<file path="src/rtl/mux_share_arbiter_pkg.sv">
// Shared encodings for the mux_share_arbiter slice: the priority-pointer states and the
// mux select values.
package mux_share_arbiter_pkg;

    localparam logic PRI_A = 1'b0;
    localparam logic PRI_B = 1'b1;

    localparam logic SEL_A = 1'b0;
    localparam logic SEL_B = 1'b1;

endpackage

</file>
<file path="src/rtl/mux_share_arbiter_if.sv">
// Requester/consumer bundle of mux_share_arbiter; the slave modport is the arbiter's view,
// and the master modport is the view of the requesters and the consumer.
interface mux_share_arbiter_if #(
    parameter int WIDTH = 4
);
    logic             A_req;
    logic [WIDTH-1:0] A_data;
    logic             A_gnt;
    logic             A_lock;
    logic             B_req;
    logic [WIDTH-1:0] B_data;
    logic             B_gnt;
    logic             B_lock;
    logic             Sel;
    logic             O_valid;
    logic [WIDTH-1:0] O_data;
    logic             O_ready;

    modport slave (
        input  A_req, A_data, A_lock, B_req, B_data, B_lock, O_ready,
        output A_gnt, B_gnt, Sel, O_valid, O_data
    );

    modport master (
        output A_req, A_data, A_lock, B_req, B_data, B_lock, O_ready,
        input  A_gnt, B_gnt, Sel, O_valid, O_data
    );
endinterface

</file>
<file path="src/rtl/mux_rr_pick.sv">
// Combinational winner logic. An asserted i_x_lock means that X already qualifies to keep
// ownership, so it beats the pointer. Otherwise a tie goes to the pointer side.
module mux_rr_pick
    import mux_share_arbiter_pkg::*;
(
    input  logic i_a_req,
    input  logic i_b_req,
    input  logic i_ptr,
    input  logic i_a_lock,
    input  logic i_b_lock,
    output logic o_win_vld,
    output logic o_win_b
);
    always_comb begin
        // NOTE: every output gets a default before the branches, so no path infers a latch.
        o_win_vld = 1'b0;
        o_win_b   = 1'b0;
        if (i_a_lock) begin
            o_win_vld = 1'b1;
        end else if (i_b_lock) begin
            o_win_vld = 1'b1;
            o_win_b   = 1'b1;
        end else if (i_a_req && i_b_req) begin
            o_win_vld = 1'b1;
            o_win_b   = (i_ptr == PRI_B);
        end else if (i_a_req) begin
            o_win_vld = 1'b1;
        end else if (i_b_req) begin
            o_win_vld = 1'b1;
            o_win_b   = 1'b1;
        end
    end
endmodule

</file>
<file path="src/rtl/mux_share_arbiter_mux2.sv">
// Existing WIDTH-bit 2:1 data mux: i_sel=0 passes i_d0 (A), and i_sel=1 passes i_d1 (B).
module mux_share_arbiter_mux2 #(
    parameter int WIDTH = 4
) (
    input  logic             i_sel,
    input  logic [WIDTH-1:0] i_d0,
    input  logic [WIDTH-1:0] i_d1,
    output logic [WIDTH-1:0] o_y
);
    assign o_y = i_sel ? i_d1 : i_d0;
endmodule

</file>
<file path="src/rtl/mux_share_arbiter.sv">
// Round-robin owner of a shared 2:1 mux with a one-entry valid/ready output register.
// Defining MUX_SHARE_LOCK_EN adds a bounded ownership lock (at most HOLD_MAX grants in a row).
module mux_share_arbiter
    import mux_share_arbiter_pkg::*;
#(
    parameter int WIDTH    = 4,
    parameter int HOLD_MAX = 4
) (
    input  logic                 CLK,
    input  logic                 RST,
    mux_share_arbiter_if.slave   bus
);
    logic             r_ptr;
    logic             r_sel;
    logic             r_o_valid;
    logic [WIDTH-1:0] r_o_data;

    logic             w_load;
    logic             w_win_vld;
    logic             w_win_b;
    logic             w_lock_a;
    logic             w_lock_b;
    logic             w_sel;
    logic             w_a_xfer;
    logic             w_b_xfer;
    logic [WIDTH-1:0] w_mux_data;

    assign w_load = !r_o_valid || bus.O_ready;

`ifdef MUX_SHARE_LOCK_EN
    localparam int CNT_W = $clog2(HOLD_MAX + 1);

    logic             r_last_vld;
    logic             r_last_b;
    logic [CNT_W-1:0] r_hold_cnt;
    logic             w_hold_full;
    logic             w_locked_xfer;

    // The lock yields only when it has run its course and the other side is waiting.
    assign w_hold_full = (r_hold_cnt >= CNT_W'(HOLD_MAX - 1));
    assign w_lock_a    = r_last_vld && !r_last_b && bus.A_lock && bus.A_req &&
                         !(w_hold_full && bus.B_req);
    assign w_lock_b    = r_last_vld &&  r_last_b && bus.B_lock && bus.B_req &&
                         !(w_hold_full && bus.A_req);
    assign w_locked_xfer = (w_a_xfer && w_lock_a) || (w_b_xfer && w_lock_b);

    always_ff @(posedge CLK) begin
        if (RST) begin
            r_last_vld <= 1'b0;
            r_last_b   <= 1'b0;
            r_hold_cnt <= '0;
        end else if (w_a_xfer || w_b_xfer) begin
            r_last_vld <= 1'b1;
            r_last_b   <= w_b_xfer;
            if (!w_locked_xfer)
                r_hold_cnt <= '0;
            else if (!w_hold_full)
                r_hold_cnt <= r_hold_cnt + 1'b1;
        end
    end
`else
    assign w_lock_a = 1'b0;
    assign w_lock_b = 1'b0;
`endif

    mux_rr_pick u_pick (
        .i_a_req   (bus.A_req),
        .i_b_req   (bus.B_req),
        .i_ptr     (r_ptr),
        .i_a_lock  (w_lock_a),
        .i_b_lock  (w_lock_b),
        .o_win_vld (w_win_vld),
        .o_win_b   (w_win_b)
    );

    assign w_sel    = w_win_vld ? (w_win_b ? SEL_B : SEL_A) : r_sel;
    assign w_a_xfer = !RST && w_load && w_win_vld && !w_win_b;
    assign w_b_xfer = !RST && w_load && w_win_vld &&  w_win_b;

    mux_share_arbiter_mux2 #(.WIDTH(WIDTH)) u_mux (
        .i_sel (w_sel),
        .i_d0  (bus.A_data),
        .i_d1  (bus.B_data),
        .o_y   (w_mux_data)
    );

    // NOTE: state registers use non-blocking assignments, so every flop samples pre-edge values.
    always_ff @(posedge CLK) begin
        if (RST) begin
            r_ptr     <= PRI_A;
            r_sel     <= SEL_A;
            r_o_valid <= 1'b0;
            r_o_data  <= '0;
        end else begin
            r_sel <= w_sel;
            if (w_a_xfer || w_b_xfer) begin
                r_o_valid <= 1'b1;
                r_o_data  <= w_mux_data;
            end else if (bus.O_ready) begin
                r_o_valid <= 1'b0;
            end
            if (w_a_xfer)
                r_ptr <= PRI_B;
            else if (w_b_xfer)
                r_ptr <= PRI_A;
        end
    end

    assign bus.A_gnt   = w_a_xfer;
    assign bus.B_gnt   = w_b_xfer;
    assign bus.Sel     = w_sel;
    assign bus.O_valid = r_o_valid;
    assign bus.O_data  = r_o_data;
endmodule
</file>
<file path="src/flat_wrapper.sv">
// flat-port wrapper written by rule: the top's interface ports become plain ports
module mux_share_arbiter_flat import mux_share_arbiter_pkg::*;
#(
    parameter int WIDTH    = 4,
    parameter int HOLD_MAX = 4
)
  (CLK, RST, bus_A_req, bus_A_data, bus_A_lock, bus_B_req, bus_B_data, bus_B_lock, bus_O_ready, bus_A_gnt, bus_B_gnt, bus_Sel, bus_O_valid, bus_O_data);
  mux_share_arbiter_if #(.WIDTH(WIDTH)) bus_i ();
  input  logic CLK;
  input  logic RST;
  input wire logic [$bits(bus_i.A_req)-1:0] bus_A_req;
  input wire logic [$bits(bus_i.A_data)-1:0] bus_A_data;
  input wire logic [$bits(bus_i.A_lock)-1:0] bus_A_lock;
  input wire logic [$bits(bus_i.B_req)-1:0] bus_B_req;
  input wire logic [$bits(bus_i.B_data)-1:0] bus_B_data;
  input wire logic [$bits(bus_i.B_lock)-1:0] bus_B_lock;
  input wire logic [$bits(bus_i.O_ready)-1:0] bus_O_ready;
  output wire logic [$bits(bus_i.A_gnt)-1:0] bus_A_gnt;
  output wire logic [$bits(bus_i.B_gnt)-1:0] bus_B_gnt;
  output wire logic [$bits(bus_i.Sel)-1:0] bus_Sel;
  output wire logic [$bits(bus_i.O_valid)-1:0] bus_O_valid;
  output wire logic [$bits(bus_i.O_data)-1:0] bus_O_data;
  assign bus_i.A_req = bus_A_req;
  assign bus_i.A_data = bus_A_data;
  assign bus_i.A_lock = bus_A_lock;
  assign bus_i.B_req = bus_B_req;
  assign bus_i.B_data = bus_B_data;
  assign bus_i.B_lock = bus_B_lock;
  assign bus_i.O_ready = bus_O_ready;
  assign bus_A_gnt = bus_i.A_gnt;
  assign bus_B_gnt = bus_i.B_gnt;
  assign bus_Sel = bus_i.Sel;
  assign bus_O_valid = bus_i.O_valid;
  assign bus_O_data = bus_i.O_data;
  mux_share_arbiter #(.WIDTH(WIDTH), .HOLD_MAX(HOLD_MAX)) u_core (.CLK(CLK), .RST(RST), .bus(bus_i));
endmodule
</file>
<file path="config.mk">
export PLATFORM = sky130hd
export DESIGN_NAME = mux_share_arbiter_flat
export DESIGN_NICKNAME = d
export VERILOG_FILES = /design/src/rtl/mux_share_arbiter_pkg.sv /design/src/rtl/mux_share_arbiter_if.sv /design/src/rtl/mux_rr_pick.sv /design/src/rtl/mux_share_arbiter_mux2.sv /design/src/rtl/mux_share_arbiter.sv /design/src/flat_wrapper.sv
export SDC_FILE = /design/constraint.sdc
export NUM_CORES = 1
export LEC_CHECK = 0
export ABC_AREA = 1
export BUFFER_PORTS_ARGS = -buffer_cell sky130_fd_sc_hd__buf_2
export CAP_MARGIN = 5
export CORE_AREA = 2 2 39 41
export DETAILED_ROUTE_END_ITERATION = 12
export DIE_AREA = 0 0 41 43
export PLACE_DENSITY = 0.63
export SLEW_MARGIN = 15
export SYNTH_ARGS = -nofsm -noshare
export SYNTH_HDL_FRONTEND = slang
export SYNTH_SLANG_ARGS = --single-unit
</file>
<file path="constraint.sdc">
create_clock -name CLK -period 0.82 [get_ports CLK]
set_input_delay 0.041 -clock CLK [delete_from_list [all_inputs] [get_ports CLK]]
set_output_delay 0.041 -clock CLK [all_outputs]
set_load 0.01 [all_outputs]
</file>
==> run metrics <==
Crit Path Max Fanout=4; sequential-to-total area share from yosys stat=37.8%; number of diodes=0; register bit total from synthesis=7; worst setup margin=-0.204 ns; DRC viols=0; vias in the first global route=439; worst path arrival time=between 0.9 and 1 ns; Nets=around 110; area leader, netlist=dfxtp_1; Cell Rows=14; routing usage on met2=roughly 25%; Die W=~41 um; setup tns final=-1.32 ns; Area Growth Syn to Fin=103%; Max Fclk=976 MHz; first-iteration detailed-routing DRC count=3; Post-Syn Nets=between 70 and 80; RSZ-0062 raised after global routing=yes; CTS tree=built; Setup crit end kind=output port; global-route met3 utilization=approximately 3.1%; VDD IR max=578 uV; CP startpoint kind=register; synthesized instance count=56; CORE AREA=around 1400 sq um; Synthesis Warnings=0; CP required=between 0.7 and 0.8 ns; Longest Clk Path Bufs=2; fraction of layout cells with a size suffix above 1=around two thirds; die area=1760 sq um; final wirelength=1280 um; Setup-failing EPs final=9; ys async rst share=0%; Vias=480; top cells by area, synth=dfxtp_1 (38%), nand3_1 (16%), nand2_1 (13%); I/O Buffers=20; first-pass GRT wire length=between 1500 and 2000 um; Cell Area, Synth=approximately 370 sq um; post-synthesis cell type count=8; relative slew slack=around 83%; initial core utilization=26.8%; max cap viols=0; clock net sink count=7; number of fill cells=roughly 140; Routed wire per std cell=around 12 um; H-Tree Depth=1; grt met1 use=15.5%; drt via density=roughly 4.4; clk root buf=clkbuf_4; critical path class=register to output port; Clk Latency, worst-skew pair=0.25 ns; post-detailed-route count of antenna-violating nets=0; leak pwr=0.429 nW; Worst-Margin Slew=~0.25 ns; share of the synthesized area in the top cell type=a little under two fifths; final period utilization=125%; Hold Path Class=input pin to register; total CTS buffers=3; violated checks=negative setup slack; Avg Inst Size Synth=6.61 sq um; remaining global-route overflow=0; outcome=finished, violations left; I/O pin count=23; Non-Filler Instances=between 100 and 150; EDFF count, synth=0; Inst Count DP=95; final hold viol count=0; top-count cell post-synth=nand2_1; GR peak layer=met2; P per Cell Area=1430 nW/um^2; count of pins over their slew limit=0; global placement routability congestion=0.778; Clk pin slew, worst setup/hold paths=0.05 ns; Die Ht=43 um; Setup Skew=0.00421 ns; Main synth FF type=dfxtp_1; largest net degree at the start of global routing=7; All-Layer GR Usage=between 10% and 20%; initial antenna violation count=0; Post-DP HPWL=748 um; Final min period=roughly 1.0 ns; synth cell count leaders=nand2_1 (13), inv_1 (12), nand3_1 (12), dfxtp_1 (7), nor2_2 (5); first drt pass iteration count=3
metal layers:
layer  share of wire, %  wire length [um]  up-vias
met5                  0                 0        -
met4                  0                 0        0
met3                5.9                76        0
met2                 53               680       16
met1                 41               525      216
li1                   -                 -      248
sequential cells by signal (all words and copies together), names as in the netlist:
register            cells
u_core.bus.O_data       4
u_core.bus.O_valid      1
u_core.r_ptr            1
u_core.r_sel            1
per-stage QoR:
stage / setup WS, ns / util [%] / total power, mW / cell area (sq um) / hold slack, ns
floorplan: -0.0114 / - / 0.533 / 390 / 0.110
global placement: -0.0449 / 38.5 / 0.632 / 533 / 0.262
detailed placement: -0.0633 / 38.5 / 0.636 / 533 / 0.266
CTS: -0.207 / 47.0 / 1.02 / 651 / 0.0780
global route: -0.248 / 54.4 / 1.14 / 753 / 0.110
finish: -0.204 / 54.4 / 1.07 / 753 / 0.104
worst max-delay path, stage by stage, from the launching register on:
cell,delay (ns)
dfxtp_2,0.32
inv_2,0.04
nand2_4,0.07
nand2_4,0.08
nor2_4,0.12
buf_6,0.11
kinds of logic after synthesis:
logic type	share of synthesized area, %
flip-flops	37.8
AO/OA/AOI/OAI	4.05
buffers and inverters	12.2
AND/OR/NAND/NOR	45.9
power by group:
group	total [mW]	internal [mW]	switching (mW)
Sequential	0.394	0.377	0.0173
Clock	0.310	0.185	0.124
Combinational	0.371	0.177	0.194
final cells by class:
cell class	instances	area, sq um	area share (%)
multi-input combinational	37	295	39.2
timing repair buffer	33	224	29.7
sequential	7	143	18.9
inverter	12	45.0	5.98
clock buffer	4	26.3	3.49
tap	16	20.0	2.66
final timing paths:
| check | cells past startpoint | start | endpoint | slack (ns) |
|---|---|---|---|---|
| worst max-delay path | 5 | u_core.r_ptr | bus_B_gnt | -0.20 |
| worst min-delay path | 5 | bus_A_data[2] | u_core.bus.O_data[2] | 0.10 |
| worst max register to register | 8 | u_core.r_ptr | u_core.bus.O_data[0] | -0.17 |
| worst min register to register | 2 | u_core.bus.O_data[1] | u_core.bus.O_data[1] | 0.46 |
placed cells by master, fill, tap and decap left out:
master,synthesis,final
a21oi_1,3,1
clkbuf_1,0,1
buf_6,0,5
dfxtp_1,7,5
inv_1,12,11
buf_2,0,18
nor2_2,5,3
nand3_4,0,1
nand2_2,3,2
a21oi_2,0,2
inv_2,0,1
nor2_4,0,2
dfxtp_2,0,2
nand2_4,1,8
dlygate4sd3_1,0,1
nand3_1,12,5
nand3_2,0,6
nand2_1,13,7
buf_4,0,9
clkbuf_4,0,3
timing repair:
item,in CTS,in global routing
buffers inserted,6,4
pin swaps,7,10
gates resized for setup,10,18
endpoints found under the hold margin,2,0
hold buffers,1,0
endpoints found under the setup margin,7,9
(Power assumes the default switching activity.)
